===== src/rtl/demux_router_if.sv =====
// demux_router_if
//   Bundles the router's handshake and data signals: one tagged valid/ready
//   input stream and three valid/ready output channels (a, b, c).
//   Parameter: WIDTH - data width of the input word and of each channel.
//   Modports:
//     master - the surrounding system. It drives in_valid/in_data/in_sel and
//              out_ready, and observes in_ready, out_valid and out_data_*.
//     slave  - the router itself, which takes the mirror-image view.
interface demux_router_if #(
  parameter int WIDTH = 3
);
  logic             in_valid;
  logic             in_ready;
  logic [WIDTH-1:0] in_data;
  logic [1:0]       in_sel;
  logic [2:0]       out_valid;
  logic [2:0]       out_ready;
  logic [WIDTH-1:0] out_data_a;
  logic [WIDTH-1:0] out_data_b;
  logic [WIDTH-1:0] out_data_c;

  modport master (
    output in_valid, in_data, in_sel, out_ready,
    input  in_ready, out_valid, out_data_a, out_data_b, out_data_c
  );

  modport slave (
    input  in_valid, in_data, in_sel, out_ready,
    output in_ready, out_valid, out_data_a, out_data_b, out_data_c
  );
endinterface


===== src/rtl/demux_router.sv =====
// demux_router
//   Registered 1-to-3 demultiplexer. Each accepted input word is steered by
//   in_sel to channel a (0), b (1) or c (2). Each channel has a one-entry
//   holding register. Words tagged 3 are accepted, discarded and counted in a
//   saturating drop counter.
//   Parameters: WIDTH (data width), CNT_W (drop counter width).
//   Ports:
//     clk      - rising-edge clock
//     rst      - synchronous active-high reset; clears every channel and the counter
//     bus      - demux_router_if.slave: in_valid/in_ready/in_data/in_sel,
//                out_valid[2:0]/out_ready[2:0], out_data_a/b/c
//     drop_cnt - number of sel=3 words dropped, saturating at 2^CNT_W-1
//     sel_err  - sticky flag, set once any sel=3 word is accepted. This port
//                is present only when DEMUX_ROUTER_SEL_ERR_EN is defined.
module demux_router #(
  parameter int WIDTH = 3,
  parameter int CNT_W = 8
) (
  input  logic               clk,
  input  logic               rst,
  demux_router_if.slave      bus,
`ifdef DEMUX_ROUTER_SEL_ERR_EN
  output logic               sel_err,
`endif
  output logic [CNT_W-1:0]   drop_cnt
);

  logic [2:0]       full;
  logic [WIDTH-1:0] data_q [3];
  logic             ready_sel;
  logic             in_ready;
  logic             accept;
  logic             drop;

  // Readiness depends only on the selected channel. A full channel can still
  // take a word if its consumer drains it in the same cycle. A case statement
  // keeps sel=3 from indexing past the 3-entry full vector.
  always_comb begin
    ready_sel = 1'b1;
    case (bus.in_sel)
      2'd0:    ready_sel = !full[0] | bus.out_ready[0];
      2'd1:    ready_sel = !full[1] | bus.out_ready[1];
      2'd2:    ready_sel = !full[2] | bus.out_ready[2];
      default: ready_sel = 1'b1;
    endcase
  end

  assign in_ready = !rst && ready_sel;
  assign accept   = bus.in_valid && in_ready;
  assign drop     = accept && (bus.in_sel == 2'd3);

  assign bus.in_ready   = in_ready;
  assign bus.out_valid  = full;
  assign bus.out_data_a = data_q[0];
  assign bus.out_data_b = data_q[1];
  assign bus.out_data_c = data_q[2];

  // Channel registers. A fill takes priority over a drain, so a channel
  // that is both filled and drained in one cycle stays full with the new word.
  always_ff @(posedge clk) begin
    if (rst) begin
      full <= '0;
      for (int i = 0; i < 3; i++) begin
        data_q[i] <= '0;
      end
    end else begin
      for (int i = 0; i < 3; i++) begin
        if (accept && (bus.in_sel == 2'(i))) begin
          full[i]   <= 1'b1;
          data_q[i] <= bus.in_data;
        end else if (full[i] && bus.out_ready[i]) begin
          full[i] <= 1'b0;
        end
      end
    end
  end

  // Drop counter. It stops at all-ones instead of wrapping.
  always_ff @(posedge clk) begin
    if (rst) begin
      drop_cnt <= '0;
    end else if (drop && (drop_cnt != '1)) begin
      drop_cnt <= drop_cnt + CNT_W'(1);
    end
  end

`ifdef DEMUX_ROUTER_SEL_ERR_EN
  // Sticky error flag. Only reset clears it.
  always_ff @(posedge clk) begin
    if (rst) begin
      sel_err <= 1'b0;
    end else if (drop) begin
      sel_err <= 1'b1;
    end
  end
`endif

endmodule


===== src/flat_wrapper.sv =====
// flat-port wrapper written by rule: the top's interface ports become plain ports
module demux_router_flat 
#(
  parameter int WIDTH = 3,
  parameter int CNT_W = 8
)
  (clk, rst, drop_cnt, bus_in_valid, bus_in_data, bus_in_sel, bus_out_ready, bus_in_ready, bus_out_valid, bus_out_data_a, bus_out_data_b, bus_out_data_c);
  demux_router_if #(.WIDTH(WIDTH)) bus_i ();
  input  logic clk;
  input  logic rst;
  output logic [CNT_W-1:0] drop_cnt;
  input wire logic [$bits(bus_i.in_valid)-1:0] bus_in_valid;
  input wire logic [$bits(bus_i.in_data)-1:0] bus_in_data;
  input wire logic [$bits(bus_i.in_sel)-1:0] bus_in_sel;
  input wire logic [$bits(bus_i.out_ready)-1:0] bus_out_ready;
  output wire logic [$bits(bus_i.in_ready)-1:0] bus_in_ready;
  output wire logic [$bits(bus_i.out_valid)-1:0] bus_out_valid;
  output wire logic [$bits(bus_i.out_data_a)-1:0] bus_out_data_a;
  output wire logic [$bits(bus_i.out_data_b)-1:0] bus_out_data_b;
  output wire logic [$bits(bus_i.out_data_c)-1:0] bus_out_data_c;
  assign bus_i.in_valid = bus_in_valid;
  assign bus_i.in_data = bus_in_data;
  assign bus_i.in_sel = bus_in_sel;
  assign bus_i.out_ready = bus_out_ready;
  assign bus_in_ready = bus_i.in_ready;
  assign bus_out_valid = bus_i.out_valid;
  assign bus_out_data_a = bus_i.out_data_a;
  assign bus_out_data_b = bus_i.out_data_b;
  assign bus_out_data_c = bus_i.out_data_c;
  demux_router #(.WIDTH(WIDTH), .CNT_W(CNT_W)) u_core (.clk(clk), .rst(rst), .bus(bus_i), .drop_cnt(drop_cnt));
endmodule

===== config.mk =====
export PLATFORM = sky130hd
export DESIGN_NAME = demux_router_flat
export DESIGN_NICKNAME = d
export VERILOG_FILES = /design/src/rtl/demux_router_if.sv /design/src/rtl/demux_router.sv /design/src/flat_wrapper.sv
export SDC_FILE = /design/constraint.sdc
export NUM_CORES = 1
export LEC_CHECK = 0
export BUFFER_PORTS_ARGS = -buffer_cell sky130_fd_sc_hd__buf_2
export CELL_PAD_IN_SITES_DETAIL_PLACEMENT = 0
export CELL_PAD_IN_SITES_GLOBAL_PLACEMENT = 1
export CORE_MARGIN = 2
export CORE_UTILIZATION = 35
export DETAILED_ROUTE_END_ITERATION = 16
export GPL_ROUTABILITY_DRIVEN = 0
export HOLD_SLACK_MARGIN = 0.03
export PLACE_DENSITY = 0.76
export SYNTH_ARGS = -nofsm -noshare
export SYNTH_HDL_FRONTEND = slang
export SYNTH_SLANG_ARGS = --single-unit

===== constraint.sdc =====
create_clock -name clk -period 1.75 [get_ports clk]
set_input_delay 0.525 -clock clk [delete_from_list [all_inputs] [get_ports clk]]
set_output_delay 0.525 -clock clk [all_outputs]
set_load 0.05 [all_outputs]

==> summary.txt <==
Logic synthesis
  – Register area share after synthesis: 0.552
  – Syn_nets: 94
  – Syn_area_per_cell: 10.8 um2
  – Synth Register Bits: 20
  – Post-synthesis cell count: 82
  – Cell variety after synth: 32
  – Yosys warns: 0
  – Mapped cell area: 888 um2

Placed design
  – PortBufs: 31
  – DP Wirelength: 1.28 mm
  – DP Area: 1130 um2
  – Pre-CTS setup slack: -0.198 ns

Power
  – Overall power of the completed layout: 0.874 mW
  – Peak supply drop: 0.000430 V
  – Leak: 0.556 nW
  – P per Cell Area: 740 nW/um2

Drt
  – Drt pass-1 iters: 4
  – 1st-iter DRT viols: 13
  – WL final: 1.67 mm
  – Vias: 714
  – DRT antenna net count: 0
  – Average wire per standard cell: 10.9 um
  – Drt drc: 0
  – Vias/cell: 4.67

Finish
  – Final nets: 136
  – Area Overhead vs Synth: 33.0%
  – Most frequent cells in the layout: 30 x buf_2, 11 x nor2_1, 9 x buf_4, 9 x edfxtp_1, 8 x dfxtp_1
  – Antenna diodes: 0
  – Share of cells above drive strength 1: 0.390
  – Most common cell after layout, fill and taps aside: buf_2
  – Design Area, Final: 1180 um2

STA
  – Fin. Hold Viols: 0
  – Slew Limit Fails: 0
  – RSZ-0062 raised after global routing: true
  – Setup WS post-layout: -0.118 ns
  – Worst slew pin tran: 0.303 ns
  – WHS: 0.489 ns
  – Final setup fails: 1
  – Clk_skew: 0.000747 ns
  – Slew margin rel.: 0.797
  – Tcrit/Tclk final: 1.07
  – Max Clock Freq: 535 MHz
  – Fin crit period: 1.87 ns

Critical path
  – Critical path peak fanout: 4
  – Startpoint Class: flop
  – WS Path Type: reg2out
  – Worst endpoint required time: 1.22 ns
  – Crit path DAT: 1.34 ns
  – CP endpoint kind: output pin

Die
  – Io pins: 32
  – Die area: 2960 um2
  – Core area: 2430 um2
  – Row count: 18
  – Chip Height: 54.4 um
  – Die width: 54.4 um
  – Initial Util: 0.365

Clocking
  – Clock-pin slew on the worst setup and hold paths: 0.10 ns
  – H-tree Lvls: 1
  – Clk buf depth: 2
  – Cts hold-fix bufs: 0
  – Worst-skew pair later-pin latency: 0.29 ns
  – Clock root cell: clkbuf_4
  – Clk sinks: 20
  – CTS tree: yes
  – CTS Buf Count: 3

Status
  – Status: finished with violations
  – Failing checks: negative setup slack

GRT
  – Global-route wire length before repair: 2.69 mm
  – Largest net degree at the start of global routing: 12
  – Antenna violations before repair: 0
  – Number of global-route vias before repair: 618
  – GRT Total Usage: 0.125
  – Grt ovf: 0

Hold path
  – Min-Delay Path Class: reg2reg

Run
  – Max_cap viols: 0
stage by stage:
| stage | utilization | instances | setup TNS (ns) |
|---|---|---|---|
| detailed placement | 0.466 | 148 | -0.198 |
| global placement | 0.466 | 148 | -0.181 |
| floorplan | - | 82 | 0 |
| global route | 0.486 | 153 | -0.189 |
| finish | 0.486 | 153 | -0.118 |
| CTS | 0.486 | 153 | -0.130 |
cells by family after synthesis:
group / synth area share
xor+xnor: 0.0690
simple gates: 0.185
flops: 0.552
compound gates: 0.118
mux: 0.0113
buf+inv: 0.0507
fa+ha+maj: 0.0141
state kept, by name, summed over array words and instances, names as in the netlist:
signal / count
u_core.data_q: 9
u_core.drop_cnt: 8
u_core.bus.out_valid: 3
critical path, stage by stage, from the launching register on:
cell     delay (ns)
dfxtp_2        0.34
nor3b_1        0.13
a211o_1        0.28
a21oi_4        0.14
buf_6          0.17
layer usage:
layer	GRT usage	part of all wire
met2	0.205	0.45
met3	0.0164	0.067
met4	0.0500	0.0096
met1	0.165	0.47
met5	0	0
final timing paths:
kind,slack [ns],cells after the start,from,to
max,-0.12,4,u_core.bus.out_valid[0],bus_in_ready
min,0.49,2,u_core.bus.out_valid[0],u_core.bus.out_valid[0]
max reg2reg,0.23,5,u_core.bus.out_valid[0],u_core.data_q[0][3]
min reg2reg,0.49,2,u_core.bus.out_valid[0],u_core.bus.out_valid[0]
cells in the mapped netlist:
cell       count  area, um2
inv_1          6       22.5
nand2_1        1       3.75
nand2b_1       2       12.5
or3_1          1       6.26
mux2i_1        1       10.0
a41o_1         1       10.0
clkbuf_1       1       3.75
edfxtp_1       9        270
buf_4          1       7.51
nand4_1        1       6.26
buf_6          1       11.3
a211o_1        2       17.5
and3_1         1       6.26
nand3b_1       2       15.0
xor2_1         6       52.6
ha_1           1       12.5
o21ai_0        1       5.00
nor3b_1        1       7.51
nor2b_1        2       12.5
nand3_1        3       15.0
nor2_1        11       41.3
o21bai_1       2       15.0
xnor2_1        1       8.76
and4bb_1       1       12.5
o21ai_1        1       5.00
and4b_1        1       10.0
o2111ai_1      2       17.5
a21oi_1        4       20.0
dfxtp_1       11        220
o211ai_1       2       15.0
and2_1         1       6.26
and4_1         1       8.76
final cells by class:
class | instances | area (um2)
Inverter | 6 | 22.5
Sequential cell | 20 | 494
Multi-Input combinational cell | 53 | 372
Tap cell | 30 | 37.5
Timing Repair Buffer | 40 | 229
Clock buffer | 4 | 26.3
Fill cell | 242 | 1250
where the power goes:
part           switching, mW  total, mW  leakage, nW  internal (mW)
clock                  0.129      0.217       0.0150         0.0886
combinational          0.101      0.148        0.354         0.0470
sequential           0.00476      0.509        0.187          0.504
total                  0.234      0.874        0.556          0.640
repair_timing:
action	4_1_cts	5_1_grt
gates resized for setup	4	0
cloned	0	0
pin swaps	2	0
setup buffers	1	0
hold endpoints to repair	0	0
endpoints found under the setup margin	1	1
No activity file was read; power rests on OpenSTA's default activity.
